`config.mk`:
```
export PLATFORM = sky130hd
export DESIGN_NAME = multi_counter_status_q
export DESIGN_NICKNAME = d
export VERILOG_FILES = /design/src/rtl/multi_counter_pkg.sv /design/src/rtl/multi_counter_status_fifo.sv /design/src/rtl/multi_counter_status_q.sv
export SDC_FILE = /design/constraint.sdc
export NUM_CORES = 1
export LEC_CHECK = 0
export ABC_CLOCK_PERIOD_IN_PS = 6800
export CORE_ASPECT_RATIO = 0.75
export CORE_MARGIN = 2
export CORE_UTILIZATION = 50
export CTS_BUF_LIST = sky130_fd_sc_hd__clkbuf_4 sky130_fd_sc_hd__clkbuf_8
export DETAILED_ROUTE_END_ITERATION = 12
export DONT_BUFFER_PORTS = 1
export GPL_ROUTABILITY_DRIVEN = 1
export GPL_TIMING_DRIVEN = 0
export PLACE_DENSITY = 0.74
export SKIP_CTS_REPAIR_TIMING = 1
export SLEW_MARGIN = 0
export SYNTH_ARGS = -nofsm -noshare
export SYNTH_HDL_FRONTEND = slang
export SYNTH_HIERARCHICAL = 1
export SYNTH_SLANG_ARGS = --single-unit
```
`constraint.sdc`:
```
create_clock -name clk -period 6.8 [get_ports clk]
set_clock_uncertainty 0.05 [all_clocks]
set_input_delay 1.36 -clock clk [delete_from_list [all_inputs] [get_ports clk]]
set_output_delay 1.36 -clock clk [all_outputs]
set_load 0.01 [all_outputs]
```
`src/rtl/multi_counter_pkg.sv`:
```
// multi_counter_pkg: shared defaults, response payload type and helpers for the multi-counter blocks.
`default_nettype none

package multi_counter_pkg;

  localparam int CNTRS_N    = 256;
  localparam int CNTRS_W    = 32;
  localparam int CNTRS_ID_W = $clog2(CNTRS_N);
  localparam int Q_N        = 8;
  localparam int Q_CNT_W    = $clog2(Q_N) + 1;

  typedef struct packed {
    logic [CNTRS_ID_W-1:0] id;
    logic [CNTRS_W-1:0]    dat;
  } rsp_t;

  function automatic logic [15:0] sat_inc16(input logic [15:0] v);
    return (v == 16'hFFFF) ? v : v + 16'd1;
  endfunction

endpackage

`default_nettype wire

```
`src/rtl/multi_counter_status_fifo.sv`:
```
// multi_counter_status_fifo: N-entry FIFO with fall-through head read; a push into a full FIFO
// succeeds only when a pop frees the slot in the same cycle, otherwise it is discarded.
`default_nettype none

module multi_counter_status_fifo
  import multi_counter_pkg::*;
#(
  parameter int W     = $bits(rsp_t),
  parameter int N     = 8,
  parameter int CNT_W = $clog2(N) + 1
) (
  input  logic             clk,
  input  logic             rst_n,
  input  logic             push_i,
  input  logic [W-1:0]     wdata_i,
  input  logic             pop_i,
  output logic [W-1:0]     rdata_o,
  output logic [CNT_W-1:0] occ_o,
  output logic             full_o,
  output logic             empty_o
);

  localparam int PTR_W = $clog2(N);
  localparam logic [CNT_W-1:0] FULL_LVL = N[CNT_W-1:0];

  logic [W-1:0]     mem_q [N];
  logic [PTR_W-1:0] wptr_q, wptr_d;
  logic [PTR_W-1:0] rptr_q, rptr_d;
  logic [CNT_W-1:0] occ_q, occ_d;
  logic             do_push, do_pop;

  assign full_o  = (occ_q == FULL_LVL);
  assign empty_o = (occ_q == '0);
  assign occ_o   = occ_q;
  assign rdata_o = mem_q[rptr_q];

  assign do_pop  = pop_i & ~empty_o;
  assign do_push = push_i & (~full_o | do_pop);

  // N is a power of two, so natural pointer wrap gives modulo-N addressing.
  always_comb begin
    wptr_d = wptr_q;
    rptr_d = rptr_q;
    occ_d  = occ_q;
    if (do_push) wptr_d = wptr_q + 1'b1;
    if (do_pop)  rptr_d = rptr_q + 1'b1;
    case ({do_push, do_pop})
      2'b10:   occ_d = occ_q + 1'b1;
      2'b01:   occ_d = occ_q - 1'b1;
      default: occ_d = occ_q;
    endcase
  end

  always_ff @(posedge clk or negedge rst_n) begin
    if (!rst_n) begin
      wptr_q <= '0;
      rptr_q <= '0;
      occ_q  <= '0;
    end else begin
      wptr_q <= wptr_d;
      rptr_q <= rptr_d;
      occ_q  <= occ_d;
    end
  end

  always_ff @(posedge clk) begin
    if (do_push) mem_q[wptr_q] <= wdata_i;
  end

endmodule

`default_nettype wire

```
`src/rtl/multi_counter_status_q.sv`:
```
// multi_counter_status_q: captures query results into a FIFO for the host and stalls query issue at capacity.
// Optional MULTI_COUNTER_STATUS_Q_ERR_EN adds sticky overflow flag ovf_r and saturating drop_cnt_r.
`default_nettype none

module multi_counter_status_q
  import multi_counter_pkg::*;
#(
  parameter int CNTRS_N    = 256,
  parameter int CNTRS_W    = 32,
  parameter int CNTRS_ID_W = $clog2(CNTRS_N),
  parameter int Q_N        = 8,
  parameter int Q_CNT_W    = $clog2(Q_N) + 1
) (
  input  logic                  clk,
  input  logic                  rst_n,
  input  logic                  cmd_pass,
  input  logic                  cmd_qry,
  output logic                  cmd_stall,
  input  logic                  status_pass,
  input  logic                  status_qry,
  input  logic [CNTRS_ID_W-1:0] status_id,
  input  logic [CNTRS_W-1:0]    status_dat,
  output logic                  rsp_vld,
  output logic [CNTRS_ID_W-1:0] rsp_id,
  output logic [CNTRS_W-1:0]    rsp_dat,
  input  logic                  rsp_ack
`ifdef MULTI_COUNTER_STATUS_Q_ERR_EN
  ,
  output logic                  ovf_r,
  output logic [15:0]           drop_cnt_r
`endif
);

  // Local payload type so overridden id/data widths are honoured.
  typedef struct packed {
    logic [CNTRS_ID_W-1:0] id;
    logic [CNTRS_W-1:0]    dat;
  } q_rsp_t;

  localparam logic [Q_CNT_W:0]   STALL_LVL = Q_N[Q_CNT_W:0];
  localparam logic [Q_CNT_W-1:0] INFL_MAX  = '1;

  logic               push, pop, issue;
  logic               fifo_full, fifo_empty;
  logic [Q_CNT_W-1:0] occ;
  logic [Q_CNT_W-1:0] inflight_q, inflight_d;
  logic [Q_CNT_W:0]   load;
  q_rsp_t             wr_ent, rd_ent;

  assign push  = status_pass & status_qry;
  assign issue = cmd_pass & cmd_qry;
  assign pop   = rsp_vld & rsp_ack;

  assign wr_ent.id  = status_id;
  assign wr_ent.dat = status_dat;

  multi_counter_status_fifo #(
    .W     ($bits(q_rsp_t)),
    .N     (Q_N),
    .CNT_W (Q_CNT_W)
  ) u_fifo (
    .clk     (clk),
    .rst_n   (rst_n),
    .push_i  (push),
    .wdata_i (wr_ent),
    .pop_i   (pop),
    .rdata_o (rd_ent),
    .occ_o   (occ),
    .full_o  (fifo_full),
    .empty_o (fifo_empty)
  );

  assign rsp_vld = ~fifo_empty;
  assign rsp_id  = rd_ent.id;
  assign rsp_dat = rd_ent.dat;

  // A push with nothing outstanding is still captured; the count just holds at zero.
  always_comb begin
    inflight_d = inflight_q;
    if (issue && !push) begin
      if (inflight_q != INFL_MAX) inflight_d = inflight_q + 1'b1;
    end else if (push && !issue) begin
      if (inflight_q != '0) inflight_d = inflight_q - 1'b1;
    end
  end

  always_ff @(posedge clk or negedge rst_n) begin
    if (!rst_n) inflight_q <= '0;
    else        inflight_q <= inflight_d;
  end

  assign load      = {1'b0, occ} + {1'b0, inflight_q};
  assign cmd_stall = (load >= STALL_LVL);

`ifdef MULTI_COUNTER_STATUS_Q_ERR_EN
  logic        drop;
  logic        ovf_q;
  logic [15:0] drop_cnt_q;

  assign drop = push & fifo_full & ~pop;

  always_ff @(posedge clk or negedge rst_n) begin
    if (!rst_n) begin
      ovf_q      <= 1'b0;
      drop_cnt_q <= '0;
    end else if (drop) begin
      ovf_q      <= 1'b1;
      drop_cnt_q <= sat_inc16(drop_cnt_q);
    end
  end

  assign ovf_r      = ovf_q;
  assign drop_cnt_r = drop_cnt_q;
`else
  logic unused_full;
  assign unused_full = fifo_full;
`endif

endmodule

`default_nettype wire

```
==> run summary, run 1 <==
Power density cells = 399 mW/mm2
Max-slew violations = 0
Commonest non-fill, non-tap cell in the layout = edfxtp_1
Layout cell share with drive strength beyond 1 = 0.335
Final setup fails = 0
Total GRT Usage = 0.192
Vias = 5954
Critical path's top delay family = buffers and inverters
Antenna Cells = 0
Minimum clock period = 4.08 ns
Initial antenna violation count = 0
Worst-Skew Late Latency = 0.55 ns
Total clock sinks = 334
Final Hold Fails = 0
Root buffer cell = clkbuf_8
Clk buf depth = 3
CP bufs+invs = 2
Reg power frac = 0.434
First-pass GRT wire length = 38.5 mm
Via-to-Cell Ratio = 5.75
Syn Std Cell Area = 0.0131 mm2
Die width = 191 um
Clock network fraction of design power = 0.263
Tot Pwr = 5880 uW
CTS tree = yes
Floorplan row count = 51
Internal Pwr Total = 4100 uW
Layout Nets = 714
IO buf count = 0
WP data arrival = 2.67 ns
Status = finished, final reports clean
Pleak = 0.00474 uW
Required arrival time at the worst endpoint = 5.39 ns
Comb power frac = 0.303
Syn Area/Cell = 22.3 um2
Iteration-0 DRC Markers = 572
Startpoint class of the critical path = flip-flop
Die ar. = 0.0275 mm2
CP most frequent cell = clkbuf_1
Post-Syn Instances = 588
Antenna-violating nets left = 0
Crit-path cells = clkbuf_1, clkbuf_1, mux4_2, mux2_2
Residual DRC = 0
Period utilisation layout = 0.600
Initial Util = 0.507
Syn Nets = 649
Die span in y = 144 um
CP endpoint kind = primary output
H-Tree Depth = 2
Worst-margin pin slew = 0.922 ns
Peak VDD IR = 0.195 mV
Worst slew margin = 0.382
Total gr overflow = 0
Num CTS Buffers = 49
Vias in the first global route = 6478
Max Cap Violations = 0
Sw power = 1770 uW
Area grow syn2layout = 12.5%
Crit Path Class = reg2out
Slowest CP cell = clkbuf_1
Switch share = 0.302
Layout Utilization = 0.570
Hold crit path type = in2async
RePlAce Congestion = 0.708
Max Freq = 245 MHz
Detailed Place HPWL = 15.4 mm
Yosys warnings = 6
Final WL = 25.5 mm
CP max stage delay = 0.64 ns
Core area = 0.0258 mm2
Max FO, Critical Path = 10
Largest net degree at the start of global routing = 24
Commonest cells after routing, fill and taps aside = edfxtp_1 (320), mux4_2 (80), clkbuf_8 (49)
CTS clk-pin slew, worst paths = 0.07 ns
Pre-antenna DRT Iters = 5
RSZ-0062 raised after global routing = false
Top-Level Pins = 89
Drt wl/cell = 24.7 um
[power by group through the flow]
stage	Combinational (uW)	Sequential [uW]	Clock (uW)
2_1_floorplan	1350	2570	0
4_1_cts	1820	2550	1590
3_3_place_gp	1710	2600	0
3_5_place_dp	1810	2590	0
5_1_grt	1930	2570	1670
6_report	1780	2550	1550
[metrics by stage]
| stage | setup WS, ns | std cells | hold WS (ns) | cell area, um2 | setup TNS, ns |
|---|---|---|---|---|---|
| 2_1_floorplan | 1.26 | 588 | 0.430 | 13100 | 0 |
| 3_3_place_gp | -1.72 | 932 | 0.448 | 13500 | -130.52 |
| 3_5_place_dp | 2.81 | 946 | 0.463 | 13800 | 0 |
| 4_1_cts | 2.69 | 1036 | 0.404 | 14700 | 0 |
| 5_1_grt | 2.60 | 1036 | 0.402 | 14700 | 0 |
| 6_report | 2.72 | 1036 | 0.442 | 14700 | 0 |
[final cells by class]
class	instances	area, um2
plain buffers	26	118
fillers	1856	11100
flip-flops and latches	334	9960
clock buffers	62	772
multi-input cells	215	3030
inverters	13	48.8
repair buffers	14	206
clock inverters	28	178
well taps	344	430
[flip-flops by register name, summed over array words and instances, names as in the netlist]
register and flops:
inflight_q 4, u_fifo/mem_q 320, u_fifo/occ_o 4, u_fifo/rptr_q 3, u_fifo/wptr_q 3
[metal layers]
| layer | global-route usage | wire (um) | vias to the layer above | part of all wire |
|---|---|---|---|---|
| li1 | - | - | 2591 | - |
| met5 | 0 | 0 | - | 0 |
| met1 | 0.251 | 10600 | 3112 | 0.41 |
| met3 | 0.0570 | 1970 | 46 | 0.077 |
| met4 | 0.0514 | 416 | 0 | 0.016 |
| met2 | 0.318 | 12600 | 205 | 0.49 |
[path summary, 6_finish.rpt]
| path | from | end | slack [ns] | cells past startpoint |
|---|---|---|---|---|
| worst min-delay path | rst_n | u_fifo/occ_o[0]$_DFFE_PN0P_ | 0.44 | 0 |
| worst min register to register | u_fifo/wptr_q[0]$_DFFE_PN0P_ | u_fifo/wptr_q[0]$_DFFE_PN0P_ | 0.48 | 1 |
| max in group asynchronous | rst_n | u_fifo/rptr_q[2]$_DFFE_PN0N_ | 6.17 | 0 |
| worst max-delay path | u_fifo/rptr_q[1]$_DFFE_PN0N_ | rsp_dat[20] | 2.72 | 4 |
| worst max register to register | u_fifo/occ_o[3]$_DFFE_PN0P_ | u_fifo/mem_q[0][14]$_DFFE_PP_ | 3.49 | 8 |
| min in group clk | u_fifo/wptr_q[0]$_DFFE_PN0P_ | u_fifo/wptr_q[0]$_DFFE_PN0P_ | 0.48 | 1 |
Power figures use the tool's default switching activity.
==> inputs of run 2 (changes only) <==
- ABC_CLOCK_PERIOD_IN_PS: 6800 -> 3900
- clock period: 6.8 -> 3.9 ns (I/O delays scaled with it)
==> run 2 against run 1 <==
Effect of this change: utilization is 0.39 points higher; global-route usage is 0.20 points higher; critical path depth stayed put; highest routed layer unchanged.
==> run summary, run 2 (synthesized netlist as in run 1, its figures left out) <==
Startpoint class of the critical path = flip-flop
Required arrival time at the worst endpoint = 3.07 ns
Iteration-0 DRC Markers = 426
Max-slew violations = 0
Max Cap Violations = 0
DP Area = 0.0139 mm2
Reg power frac = 0.433
Total gr overflow = 0
Hold crit path type = in2reg
Root buffer cell = clkbuf_8
Crit-path cells = clkbuf_1, clkbuf_1, mux4_2, mux2_2
Layout cell share with drive strength beyond 1 = 0.331
Initial Util = 0.507
Max Freq = 289 MHz
Final WL = 25.4 mm
Residual DRC = 0
Clock network fraction of design power = 0.261
Routing usage on met3 = 0.0643
M2 GR Usage = 0.335
Power density cells = 693 mW/mm2
RSZ-0062 raised after global routing = false
CTS tree = yes
FF-to-FF Start = u_fifo/occ_o[3]$_DFFE_PN0P_
Hold EP = u_fifo/mem_q[3][25]$_DFFE_PP_
CTS clk-pin slew, worst paths = 0.07 ns
Final std cells w/o fill = 1023
Max reg flops = 320
Layout Nets = 714
Initial antenna violation count = 0
Final WS setup = 0.434 ns
Detailed Place HPWL = 15.4 mm
Total clock sinks = 334
Sw power = 3050 uW
Vias in the first global route = 6541
H-Tree Depth = 2
M1 GR Usage = 0.232
RePlAce Congestion = 0.739
Max FO, Critical Path = 10
Final Cell Area = 0.0148 mm2
CP startpoint = u_fifo/rptr_q[1]$_DFFE_PN0N_
Hold Slack = 0.278 ns
Fin Setup TNS = 0 ns
Total GRT Usage = 0.194
Worst slew margin = 0.394
Pre-antenna DRT Iters = 4
IO buf count = 0
Peak VDD IR = 0.393 mV
Die ar. = 0.0275 mm2
Pleak = 0.00476 uW
Top-Level Pins = 89
CP most frequent cell = clkbuf_1
Worst reg2reg path depth = 11
CP max stage delay = 0.66 ns
Period utilisation layout = 0.889
Final Hold Fails = 0
Minimum clock period = 3.47 ns
Commonest cells after routing, fill and taps aside = edfxtp_1 (320), mux4_2 (80), clkbuf_8 (55)
Status = finished, final reports clean
Min-Delay Path Depth = 0
Die width = 191 um
Worst-Skew Late Latency = 0.54 ns
Floorplan row count = 51
Most Used Layer, Global Route = met2
Drt wl/cell = 24.8 um
Comb power frac = 0.306
Pre-CTS WS = 0.663 ns
Largest net degree at the start of global routing = 24
Hold Path Origin = status_dat[25]
Switch share = 0.297
Clk buf depth = 3
WP data arrival = 2.64 ns
Worst reg2reg endpoint = u_fifo/occ_o[3]$_DFFE_PN0P_
Final setup fails = 0
DP Cell Count = 945
Antenna Cells = 0
Area grow syn2layout = 13.3%
First-pass GRT wire length = 38.8 mm
Antenna-violating nets left = 0
Internal Pwr Total = 7240 uW
R2R setup slack = 0.55 ns
Reg with most FFs = u_fifo/mem_q
Via-to-Cell Ratio = 5.84
Slowest CP cell = clkbuf_1
Core area = 0.0258 mm2
CP endpoint kind = primary output
Die span in y = 144 um
Crit Path Class = reg2out
Num CTS Buffers = 49
Commonest non-fill, non-tap cell in the layout = edfxtp_1
Worst-margin pin slew = 0.907 ns
Vias = 5978
## run 2: changes by cell type in the layout (fill, tap and decap cells not counted), moves of 4 or more
cell and delta:
clkbuf_8 +6, buf_16 +7, buf_6 -7, clkinv_1 -7, clkinv_2 -5, clkbuf_4 -4
## run 2: worst max path at each step
stage,depth (start not counted),endpoint,slack [ns]
after detailed placement,10,u_fifo/occ_o[3]$_DFFE_PN0P_,0.66
final,4,rsp_dat[19],0.43
after global routing,4,rsp_dat[9],0.30
after floorplan,5,u_fifo/mem_q[2][0]$_DFFE_PP_,0.03
after global placement,5,u_fifo/mem_q[2][1]$_DFFE_PP_,-1.70
after CTS,4,rsp_dat[6],0.37
## run 2: per-stage QoR
stage / util / power [uW]
2_1_floorplan: - / 6840
3_3_place_gp: 0.524 / 7480
3_5_place_dp: 0.538 / 7710
4_1_cts: 0.574 / 10400
5_1_grt: 0.574 / 10800
6_report: 0.574 / 10300
## run 2: critical path: cells and delay by family (launching register included)
kind / cells / cell delay (ns)
buffers and inverters: 2 / 1.02
DFF: 1 / 0.34
muxes: 2 / 0.73
## run 2: area by class of cell
cell class,instances,area [um2]
plain buffers,26,118
clock buffers,64,825
clock inverters,13,101
fillers,1849,11000
inverters,13,48.8
multi-input cells,215,3040
flip-flops and latches,334,9960
well taps,344,430
repair buffers,14,318
## run 2: layer usage
layer	part of all wire	wire length (um)
met1	0.39	9920
met2	0.50	12800
met3	0.080	2030
met4	0.025	648
met5	0	0
## run 2: power groups by stage
stage               Sequential [uW]  Combinational (uW)  Clock, uW
finish                         4460                3150       2680
global route                   4490                3390       2920
CTS                            4460                3200       2770
detailed placement             4530                3180          0
global placement               4520                2960          0
floorplan                      4480                2360          0
==> inputs of run 3 (changes only) <==
- ABC_CLOCK_PERIOD_IN_PS: 3900 -> 3250
- CTS_BUF_LIST: sky130_fd_sc_hd__clkbuf_4 sky130_fd_sc_hd__clkbuf_8 -> sky130_fd_sc_hd__clkbuf_4 sky130_fd_sc_hd__clkbuf_8 sky130_fd_sc_hd__clkbuf_16
- SLEW_MARGIN: 0 -> 30
- clock period: 3.9 -> 3.25 ns (I/O delays scaled with it)
==> run 3 against run 2 <==
Effect of this change: register-to-register slack got worse by 0.31 ns; worst hold slack got worse by 0.14 ns; power increased by 27%; non-clock buffer count increased by 8; critical path depth unchanged; clock-buffer cell count decreased by 28; critical path type unchanged; global-route usage increased by 0.26 points; routed wire length increased by 3.8%; die area unchanged; via count increased by 0.94%.
==> run summary, run 3 (synthesized netlist as in run 1, its figures left out) <==
Minimum clock period = 3.12 ns
Detailed Place HPWL = 17.0 mm
Pleak = 0.00493 uW
Pre-antenna DRT Iters = 5
Die width = 191 um
Total gr overflow = 0
Iteration-0 DRC Markers = 612
Largest net degree at the start of global routing = 19
Die span in y = 144 um
Total clock sinks = 334
Hold Slack = 0.136 ns
Required arrival time at the worst endpoint = 2.55 ns
H-Tree Depth = 1
Layout Utilization = 0.588
Total GRT Usage = 0.197
Initial antenna violation count = 0
Final setup fails = 0
Layout Nets = 704
Fill cell count = 1759
Final WL = 26.4 mm
Max FO, Critical Path = 10
Commonest cells after routing, fill and taps aside = edfxtp_1 (320), mux4_2 (80), mux2_2 (43)
Period utilisation layout = 0.959
Crit Path Class = reg2out
IO buf count = 0
Drt wl/cell = 26.1 um
First-pass GRT wire length = 38.9 mm
Worst-Skew Late Latency = 0.56 ns
Num CTS Buffers = 31
Layout cell share with drive strength beyond 1 = 0.344
Startpoint class of the critical path = flip-flop
Clk buf depth = 3
Peak VDD IR = 0.533 mV
Hold crit path type = in2reg
Floorplan row count = 51
Tot Pwr = 13100 uW
Commonest non-fill, non-tap cell in the layout = edfxtp_1
Max Cap Violations = 0
Worst slew margin = 0.465
Antenna Cells = 0
Die ar. = 0.0275 mm2
Top-Level Pins = 89
Vias = 6034
Root buffer cell = clkbuf_16
Worst-margin pin slew = 0.803 ns
Fin Setup TNS = 0 ns
Initial Util = 0.507
Max reg flops = 320
WP data arrival = 2.42 ns
Power density cells = 859 mW/mm2
Antenna-violating nets left = 0
Max Freq = 321 MHz
Final Hold Fails = 0
Vias in the first global route = 6279
Residual DRC = 0
RePlAce Congestion = 0.736
Status = finished, final reports clean
Area grow syn2layout = 16.1%
Reg with most FFs = u_fifo/mem_q
Core area = 0.0258 mm2
Max-slew violations = 0
CP endpoint kind = primary output
CTS tree = yes
CTS clk-pin slew, worst paths = 0.07 ns
Via-to-Cell Ratio = 5.96
[run 3: changes by cell type in the layout (fill, tap and decap cells not counted), sizes merged]
cell	delta
inv	+1
clkinvlp	+2
bufinv	+5
clkinv	+1
buf	+1
clkbuf	-21
[run 3: power by group]
| group | leakage (uW) | total, uW | internal [uW] | switching, uW |
|---|---|---|---|---|
| Combinational | 0.00133 | 3880 | 1820 | 2050 |
| Clock | 0.000542 | 3830 | 2340 | 1480 |
| Sequential | 0.00306 | 5360 | 5130 | 227 |
[run 3: worst paths after layout]
path | start | end | slack (ns) | cells past startpoint
max in group asynchronous | rst_n | u_fifo/rptr_q[0]$_DFFE_PN0N_ | 2.09 | 1
min reg2reg | inflight_q[3]$_DFFE_PN0P_ | inflight_q[3]$_DFFE_PN0P_ | 0.49 | 1
min | status_dat[4] | u_fifo/mem_q[4][4]$_DFFE_PP_ | 0.14 | 0
min in group asynchronous | rst_n | inflight_q[2]$_DFFE_PN0P_ | 0.56 | 1
max reg2reg | u_fifo/occ_o[3]$_DFFE_PN0P_ | u_fifo/occ_o[3]$_DFFE_PN0P_ | 0.24 | 11
max | u_fifo/rptr_q[0]$_DFFE_PN0N_ | rsp_dat[23] | 0.13 | 4
[run 3: routing by layer]
layer  vias up  global-route usage  routed length [um]
li1       2557                   -                   -
met1      3222               0.261               10800
met2       215               0.332               13000
met3        40              0.0490                1980
met4         0              0.0449                 507
met5         -                   0                   0
[run 3: stage by stage]
| stage | cells | area [um2] | worst slack (ns) |
|---|---|---|---|
| after global routing | 1012 | 15200 | -0.00118 |
| after CTS | 1011 | 15200 | -0.197 |
| final | 1012 | 15200 | 0.134 |
| after detailed placement | 953 | 14100 | 0.0252 |
| after floorplan | 588 | 13100 | -0.487 |
| after global placement | 932 | 13600 | -2.37 |
[run 3: final cells by class]
cell class                      count  area [um2]  area share
Inverter                           13        48.8     0.00321
Sequential cell                   334        9960       0.655
Timing Repair Buffer               22         473      0.0311
Clock buffer                       36         813      0.0535
Clock inverter                     22         287      0.0188
Multi-Input combinational cell    215        3050       0.200
Buffer                             26         148     0.00971
Tap cell                          344         430      0.0283
[run 3: critical path: stages (launching register included)]
cell	delay, ns
dfrtp_1	0.37
buf_2	0.23
buf_2	0.39
mux4_2	0.55
mux2_2	0.33
